**src/rtl/counter.sv**
```systemverilog
// rtl/counter.sv - free-running Size-bit up-counter, wraps modulo 2^Size
// Synchronous active-high reset takes priority over the increment.
module counter #(
    parameter int Size = 5
) (
    input  logic            clock,
    input  logic            reset,
    output logic [Size-1:0] count
);

    logic [Size-1:0] count_q;
    logic [Size-1:0] count_d;

    // Truncation to Size bits provides the wrap from all-ones back to zero.
    always_comb begin
        count_d = count_q + Size'(1);
        if (reset) begin
            count_d = '0;
        end
    end

    always_ff @(posedge clock) begin
        count_q <= count_d;
    end

    assign count = count_q;

endmodule

```
**config.mk**
```make
export PLATFORM = sky130hd
export DESIGN_NAME = counter
export DESIGN_NICKNAME = d
export VERILOG_FILES = /design/src/rtl/counter.sv
export SDC_FILE = /design/constraint.sdc
export NUM_CORES = 1
export LEC_CHECK = 0
export CAP_MARGIN = 30
export CORE_AREA = 3 3 40 42
export DETAILED_ROUTE_END_ITERATION = 8
export DIE_AREA = 0 0 43 45
export GPL_ROUTABILITY_DRIVEN = 0
export MAX_ROUTING_LAYER = met4
export PLACE_DENSITY = 0.43
export SYNTH_ARGS = -nofsm -noshare
export SYNTH_HDL_FRONTEND = slang
export SYNTH_SLANG_ARGS = --single-unit
```
**constraint.sdc**
```tcl
create_clock -name clock -period 2.05 [get_ports clock]
set_clock_uncertainty 0.1 [all_clocks]
set_input_delay 0.205 -clock clock [delete_from_list [all_inputs] [get_ports clock]]
set_output_delay 0.205 -clock clock [all_outputs]
set_load 0.005 [all_outputs]
```
; ---- Word-level counts from Yosys, hierarchy flattened
; Index checks and enable logic that the tools add are counted.
[word_totals]
register_bits = 5
input_bits = 2
output_inout_bits = 5
word_cells = 2
[classes]
add_sub_neg = 1
[ops]
columns = cell, count
row1 = adder 5 x 1 -> 5 bit (second input constant), 1

; ---- Depth between registers and ports, before layout
; Gate-level depths: netlist (run 1).
[depth]
word_depth = 1
mapped_depth = 3
depth_no_buf = 3

; ---- Least setup slack after synthesis (run 1)
; OpenSTA, ideal clock, no wires.
[synth_timing]
path_kind = register -> register
from = register count_q[0] (netlist: count[0])
to = register count_q[4] (netlist: count[4])
required_time_ns = 1.829
n_path_buf = 0
arrival_ns = 0.934
synth_period_minus_slack_ns = 1.155
setup_ns = 0.121
path_stages_with_launch = 4
setup_slack_ns = 0.895
cell_sequence = dfxtp_1 ha_1 nand3_1 mux2_4
[synth_between]
elab_chain_len = 1
[synth_lines]
columns = item, line
row1 = from (decl), 11  ; logic [Size-1:0] count_q;
row2 = from (signal assigned), 23  ; count_q <= count_d;
row3 = adder 5 x 1 -> 5 bit, 16  ; count_d = count_q + Size'(1);
; No other way between the ends.
; A chain may end at the register's enable or synchronous reset.

; ---- Final worst setup path (run 1)
[layout_timing]
from = register count_q[2] (netlist: count[2])
to = output port count[2]
[layout_rtl]
columns = item, line
row1 = to (decl), 8  ; output logic [Size-1:0] count
; No word-level cell between the ends.

==> results.json, run 1 <==
{
  "status": "finished, final reports clean",
  "synth_top_family_by_area": "simple AND/OR/NAND/NOR gates",
  "arrival_ns": 1.18,
  "p_int_mw": 0.1909,
  "grt_pass1_vias": 181,
  "drtIter0Drc": 0,
  "via_count": 157,
  "row_count": 13,
  "netlist_top_cells_count": "5 x dfxtp_1, 4 x nor2_1, 3 x nor2b_1",
  "synth_nets": 21,
  "cp_max_fo": 4,
  "holdBufCountCts": 0,
  "yosysMostFrequentCell": "dfxtp_1",
  "p_seq_share_pct": 43.9,
  "avgSynthCellArea_um2": 10.84,
  "irDropWorstVdd_mv": 0.2193,
  "cpMaxStageDelayCell": "clkdlybuf4s50_1",
  "overflow": 0,
  "ys.flop_type": "dfxtp_1",
  "drv_cap": 0,
  "fmax_mhz": 675.3,
  "cts_made_buffers": 3,
  "final_nets": 32,
  "tns_ns": 0,
  "cts_tree": "built",
  "syn_area_um2": 195.2,
  "switchingPower_mw": 0.05434,
  "cts.clk_slew.worst_paths_ns": 0.05,
  "async_flop_share_pct": 0,
  "synthSimpleGateAreaFrac_pct": 22.44,
  "synth_edf_count": 0,
  "grt_usage_pct": 5.923,
  "crit_chain": "clkdlybuf4s50_1",
  "diodes": 0,
  "worst_pin_slew_ns": 0.2357,
  "leakage_nw": 0.1226,
  "synth_mux_area_share_pct": 15.38,
  "slew_violations": 0,
  "die_area_um2": 1935,
  "finalHoldViolCount": 0,
  "required_ns": 1.75,
  "drive_above_1_share_pct": 17.86,
  "wl_met2_um": 143,
  "critPathTopFamily": "buffers and inverters",
  "synth_cell_types": 7,
  "start_util_pct": 15.19,
  "grt_setup_unrepaired": "false",
  "switching_share_pct": 22.16,
  "drt.antenna.violating_nets": 0,
  "ys_warn_count": 0,
  "slowest_delay_ns": 0.53,
  "yosys.area_share.xor_xnor_pct": 4.487,
  "synth_compound_area_share_pct": 0,
  "hold_ws_ns": 0.3640,
  "cts.repair.resized": 0,
  "port_buffers": 6,
  "slew_headroom_pct": 84.24,
  "yosys.area.top_type": "dfxtp_1",
  "ys_seq_area_share_pct": 51.28,
  "post-route-period-util_pct": 72.24,
  "die_h_um": 45,
  "setup_viol": 0,
  "largest_register_ffs": 5,
  "grt_max_degree": 8,
  "synth_fa_ha_area_share_pct": 6.410,
  "clock_power_share_pct": 47.1,
  "pwr-share-comb_pct": 9.0,
  "clk_path_buf_depth": 2,
  "fin_util_pct": 23.37,
  "ys_seq_elements": 5,
  "htreeDepth": 1,
  "post_cts_buffers": 0,
  "io_pins": 7,
  "cp_num_buf_inv": 1,
  "grt_pass1_wl_um": 745,
  "wl_met3_um": 41,
  "syn_inst": 18,
  "cp-start-kind": "flip-flop",
  "first_pass_iters": 1,
  "area_growth_pct": 53.85,
  "core_area_um2": 1285,
  "crit_type": "reg2out",
  "root_buffer": "clkbuf_4",
  "fillCellCount": 139,
  "clk_latency_ns": 0.24,
  "worst_setup_path_end_kind": "primary output",
  "via_per_inst": 3.651,
  "p_per_area_nw_per_um2": 816.6,
  "antenna_found_initial": 0,
  "wire_per_inst_um": 9.256,
  "wl_um": 398,
  "drc": 0,
  "fin_crit_ns": 1.481,
  "dr.max_layer_used": "met3",
  "hold_class": "reg2reg",
  "yosysTopAreaCellShare_pct": 51.28,
  "clock_sinks": 5,
  "place_inst": 39,
  "drt-met1-wl_um": 213,
  "final_cells": 43,
  "die_x_um": 43,
  "synth_area_leaders": "dfxtp_1 51%, mux2_4 15%, nor2b_1 9.6%, nor2_1 7.7%, ha_1 6.4%"
}
## layout make-up
type	count	area [um2]	share of cell area (%)
Clock buffer	4	26.28	8.750
Tap cell	15	18.77	6.250
Sequential cell	5	100.1	33.33
Timing Repair Buffer	6	60.06	20.00
Multi-Input combinational cell	13	95.09	31.67
## cells in the final DEF, fill, tap and decap left out, drive strengths merged
cell           count
clkdlybuf4s50      6
dfxtp              5
nor2               4
clkbuf             4
nor2b              3
nand3              2
mux2               2
xnor2              1
ha                 1
## stage by stage
step / power, mW / cell area (um2) / setup slack (ns)
2_1_floorplan: 0.1165 / 195.2 / 0.8948
3_3_place_gp: 0.1312 / 274.0 / 0.7114
3_5_place_dp: 0.1316 / 274.0 / 0.6857
4_1_cts: 0.2524 / 300.3 / 0.5555
5_1_grt: 0.2581 / 300.3 / 0.5156
6_report: 0.2452 / 300.3 / 0.5691
## cells by family after synthesis
kind of cell / count (synthesis)
muxes: 2
adders and majority gates: 1
xor gates and xnor gates: 1
DFF: 5
and+or+nand+nor: 9
## metal layers
layer | vias to the layer above | global-route usage, %
li1 | 79 | -
met1 | 71 | 6.280
met2 | 7 | 7.485
met3 | 0 | 2.390
met4 | 0 | 7.229
met5 | - | -
## path summary, 6_finish.rpt
kind	startpoint	depth (start not counted)	slack [ns]	end
max	count[2]	1	0.57	count[2]
min	count[0]	1	0.36	count[0]
max reg2reg	count[0]	3	0.84	count[4]
min reg2reg	count[0]	1	0.36	count[0]
## power by group through the flow
stage          registers, mW  logic (mW)  clock network, mW
3_3_place_gp           0.109      0.0220                  0
3_5_place_dp           0.109      0.0222                  0
5_1_grt                0.109      0.0240              0.125
4_1_cts                0.108      0.0224              0.122
2_1_floorplan          0.109     0.00749                  0
6_report               0.108      0.0221              0.115
Power figures use the tool's default switching activity.
==> run 2: changes to the inputs <==
clock period = 1.5 ns   (was 2.05 ns; I/O delays follow)
==> results.json, run 2 (same netlist as run 1, synthesis figures left out) <==
{
  "setup_ws_ns": 0.1032,
  "fmax_mhz": 715.9,
  "layout_commonest_cell": "clkdlybuf4s50_1",
  "area_growth_pct": 53.85,
  "setup_viol": 0,
  "cts_tree": "built",
  "die_area_um2": 1935,
  "hold_class": "reg2reg",
  "clock_sinks": 5,
  "cts.clk_slew.worst_paths_ns": 0.04,
  "clk_latency_ns": 0.23,
  "htreeDepth": 1,
  "slew_violations": 0,
  "io_pins": 7,
  "cpMaxStageDelayCell": "clkdlybuf4s50_1",
  "required_ns": 1.25,
  "grt_max_degree": 8,
  "fin_crit_ns": 1.397,
  "grt_pass1_vias": 166,
  "cts.repair.resized": 0,
  "via_per_inst": 3.860,
  "dp_hpwl_um": 284.5,
  "slew_headroom_pct": 83.57,
  "core_area_um2": 1285,
  "port_buffers": 6,
  "via_count": 166,
  "crit_chain": "clkdlybuf4s50_1",
  "die_h_um": 45,
  "drt.antenna.violating_nets": 0,
  "grt_setup_unrepaired": "false",
  "p_per_area_nw_per_um2": 1092,
  "tns_ns": 0,
  "grt_pass1_wl_um": 703,
  "wire_per_inst_um": 9.256,
  "status": "finished, final reports clean",
  "arrival_ns": 1.15,
  "grt_usage_pct": 5.579,
  "critPathTopFamily": "buffers and inverters",
  "post-route-period-util_pct": 93.12,
  "post_cts_buffers": 0,
  "drtIter0Drc": 1,
  "cts_made_buffers": 3,
  "start_util_pct": 15.19,
  "dpl_worst_slack_ns": 0.1920,
  "drive_above_1_share_pct": 17.86,
  "wl_um": 398,
  "holdBufCountCts": 0,
  "drc": 0,
  "irDropWorstVdd_mv": 0.4587,
  "largest_register_ffs": 5,
  "cp_num_buf_inv": 1,
  "root_buffer": "clkbuf_4",
  "antenna_found_initial": 0,
  "drv_cap": 0,
  "worst_setup_path_end_kind": "primary output",
  "leakage_nw": 0.1226,
  "final_cell_mix": "6 x clkdlybuf4s50_1, 5 x dfxtp_1, 4 x nor2_1",
  "worst_pin_slew_ns": 0.2457,
  "final_nets": 32,
  "finalHoldViolCount": 0,
  "cp_max_fo": 4,
  "clk_path_buf_depth": 2,
  "overflow": 0,
  "row_count": 13,
  "cp-start-kind": "flip-flop",
  "crit_type": "reg2out",
  "die_x_um": 43,
  "first_pass_iters": 2,
  "slowest_delay_ns": 0.53,
  "diodes": 0
}
## run 2: final cells by class
| cell class | count | area, um2 |
|---|---|---|
| multi-input combinational | 13 | 95.09 |
| clock buffer | 4 | 26.28 |
| tap | 15 | 18.77 |
| fill | 148 | 984.7 |
| sequential | 5 | 100.1 |
| timing repair buffer | 6 | 60.06 |
## run 2: report_power, final
| group | internal, mW | total (mW) | leakage, nW | switching [mW] |
|---|---|---|---|---|
| sequential | 0.140 | 0.147 | 0.0409 | 0.00646 |
| combinational | 0.0198 | 0.0304 | 0.0667 | 0.0105 |
| clock | 0.100 | 0.151 | 0.0150 | 0.0505 |
| total | 0.261 | 0.328 | 0.123 | 0.0675 |
## run 2: worst register-to-register path, delay by kind of cell (launching register included)
family | cells | cell delay (ns)
AND/OR/NAND/NOR | 1 | 0.11
adder cells (fa/ha/maj) | 1 | 0.20
multiplexers | 1 | 0.30
flip-flops | 1 | 0.37
## run 2: final timing paths
path	startpoint	end	slack, ns	depth (start not counted)
worst max-delay path	count[2]	count[2]	0.10	1
worst max register to register	count[0]	count[4]	0.30	3
worst min register to register	count[0]	count[0]	0.37	1
worst min-delay path	count[0]	count[0]	0.37	1
## run 2: stage by stage
step | total power, mW | utilization [%] | hold WS, ns | instance area [um2] | cells
finish | 0.3281 | 23.37 | 0.3683 | 300.3 | 43
global route | 0.3532 | 23.37 | 0.4092 | 300.3 | 43
CTS | 0.3374 | 23.37 | 0.3790 | 300.3 | 43
detailed placement | 0.1799 | 21.32 | 0.3661 | 274.0 | 39
global placement | 0.1794 | 21.32 | 0.3467 | 274.0 | 39
floorplan | 0.1592 | - | 0.1167 | 195.2 | 18
## run 2: routing by layer
metal	GRT usage [%]	wire length (um)	part of all wire [%]	vias to the layer above
met5	-	0	0	-
met4	1.807	0	0	0
met3	6.375	48	12	0
met2	7.186	174	44	9
met1	5.314	175	44	76
li1	-	-	-	81
==> patch (settings of run 2) <==
The parameter `Size` goes from 5 to 6.
--- a/src/rtl/counter.sv
+++ b/src/rtl/counter.sv
@@ -1,7 +1,7 @@
 // rtl/counter.sv - free-running Size-bit up-counter, wraps modulo 2^Size
 // Synchronous active-high reset takes priority over the increment.
 module counter #(
-    parameter int Size = 5
+    parameter int Size = 6
 ) (
     input  logic            clock,
     input  logic            reset,
Ports: changed (resized count); port bits go from 7 to 8. The function was not compared with the original's and may differ.
==> patch against run 2 <==
Sequential power increased by 19%. Area after synthesis is 17% higher. Routed wire length up 14%. Total power up 6.3%. Clock power shrank 6%. Sequential cell count rose by 1. Combinational power grew 2%. Setup slack lost 23 ps. Cell area grew 16%. Final cell count up 12%.
==> patch: results <==
group,metric,value,unit
detailed_routing,avgRoutedWirePerCell,9.438,um
logic_synthesis,postSynthCellCount,22,
worst_setup_path,rr_startpoint,"count[0]$_SDFF_PP0_",
cells_and_area,largest_reg_flops,6,
place,port_buffers,7,
worst_hold_path,min_path_type,"reg -> reg",
sta,worst_slew_pin_slew,171.2,ps
global_route,antenna_found_initial,0,
worst_setup_path,cp.arrival,1170,ps
logic_synthesis,synth.area.top_cells,"dfxtp_1, nor2_1, xor2_1, ha_1, nor4_2",
clocking,cts_made_buffers,3,
cells_and_area,drive_gt1_frac,0.1818,
logic_synthesis,synth_fp_nets,25,
worst_setup_path,path_max_fanout,4,
cells_and_area,fillers,149,
cells_and_area,nets,38,
outcome,status,"completed",
logic_synthesis,synthArstFlopShare,0,
cells_and_area,multi_input_area,108.9,sq um
pwr,power.leakage,0.1247,nW
logic_synthesis,ys.flop_type,"dfxtp_1",
detailed_routing,totalWireLength,453,um
global_route,grt_pass1_wl,786,um
clocking,cts-root-buf,"clkbuf_4",
cells_and_area,antenna_cells,0,
worst_setup_path,slowest_delay,540,ps
clocking,clk_path_buf_depth,2,
clocking,cts_max_level,1,
logic_synthesis,synth_commonest_cells,"dfxtp_1, nor2_1, xor2_1",
logic_synthesis,ys_warn_count,0,
global_route,track_usage,0.06175,
worst_setup_path,cp_slowest_cell,"clkdlybuf4s50_1",
detailed_routing,vias_per_cell,3.958,
clocking,clock_latency,240,ps
global_route,grt_pass1_vias,194,
clocking,clkSlewWorstSetupHoldPaths,40,ps
clocking,cts_resized,0,
run,maxCapViolCount,0,
detailed_routing,drt-initial-drc-count,2,
clocking,cts_setup_buffers,0,
worst_hold_path,hp-start,"count[0]$_SDFF_PP0_",
worst_setup_path,crit_start,"count[2]$_SDFF_PP0_",
place,dp.final_hpwl,341.9,um
logic_synthesis,yosysSeqAreaShare,0.5246,
detailed_routing,dr.pass1.iters,2,
logic_synthesis,ys_types,12,
place,place_area,325.3,sq um
place,placedCellCount,45,
global_route,grt_max_degree,6,
worst_setup_path,timing.critical_path.max_delay_family,"buffers and inverters",
pwr,ir_worst_vdd,0.4466,mV
place,dp_slack,348.5,ps
## patch: cell types whose count changed after synthesis
cell / before / now
nor2_1: 4 / 5
nand2_1: 0 / 1
nand3_2: 0 / 1
nand2b_1: 0 / 1
mux2_4: 2 / 0
nor2b_1: 3 / 1
dfxtp_1: 5 / 6
o21bai_1: 0 / 1
nor4_2: 0 / 1
xor2_1: 0 / 2
nand3_1: 2 / 1
## patch: final timing paths
path | end | slack, ps | cells after the start
worst min register to register | count[0]$_SDFF_PP0_ | 380 | 1
worst max register to register | count[4]$_SDFF_PP0_ | 420 | 4
worst max-delay path | count[2] | 80 | 1
worst min-delay path | count[0]$_SDFF_PP0_ | 380 | 1
## patch: kinds of logic after synthesis
family,count (synthesis),synth area share
XOR/XNOR,3,0.1148
AND/OR/NAND/NOR,11,0.2732
adder cells (fa/ha/maj),1,0.05464
flip-flops,6,0.5246
AO/OA/AOI/OAI,1,0.03280
## patch: power by group
part / total, mW / internal [mW] / switching, mW
clock network: 0.142 / 0.0901 / 0.0522
registers: 0.175 / 0.167 / 0.00837
logic: 0.0311 / 0.0212 / 0.00989
## patch: area by class of cell
cell class / instances / share of cell area
Sequential cell: 6 / 0.3453
Multi-Input combinational cell: 16 / 0.3129
Timing Repair Buffer: 8 / 0.2230
Clock buffer: 3 / 0.06475
Tap cell: 15 / 0.05396
## patch: routing by layer
| layer | up-vias | part of all wire | track usage |
|---|---|---|---|
| met5 | - | 0 | - |
| met4 | 0 | 0.015 | 0.05422 |
| met3 | 2 | 0.095 | 0.03586 |
| met2 | 10 | 0.40 | 0.07784 |
| met1 | 84 | 0.49 | 0.06747 |
| li1 | 94 | - | - |
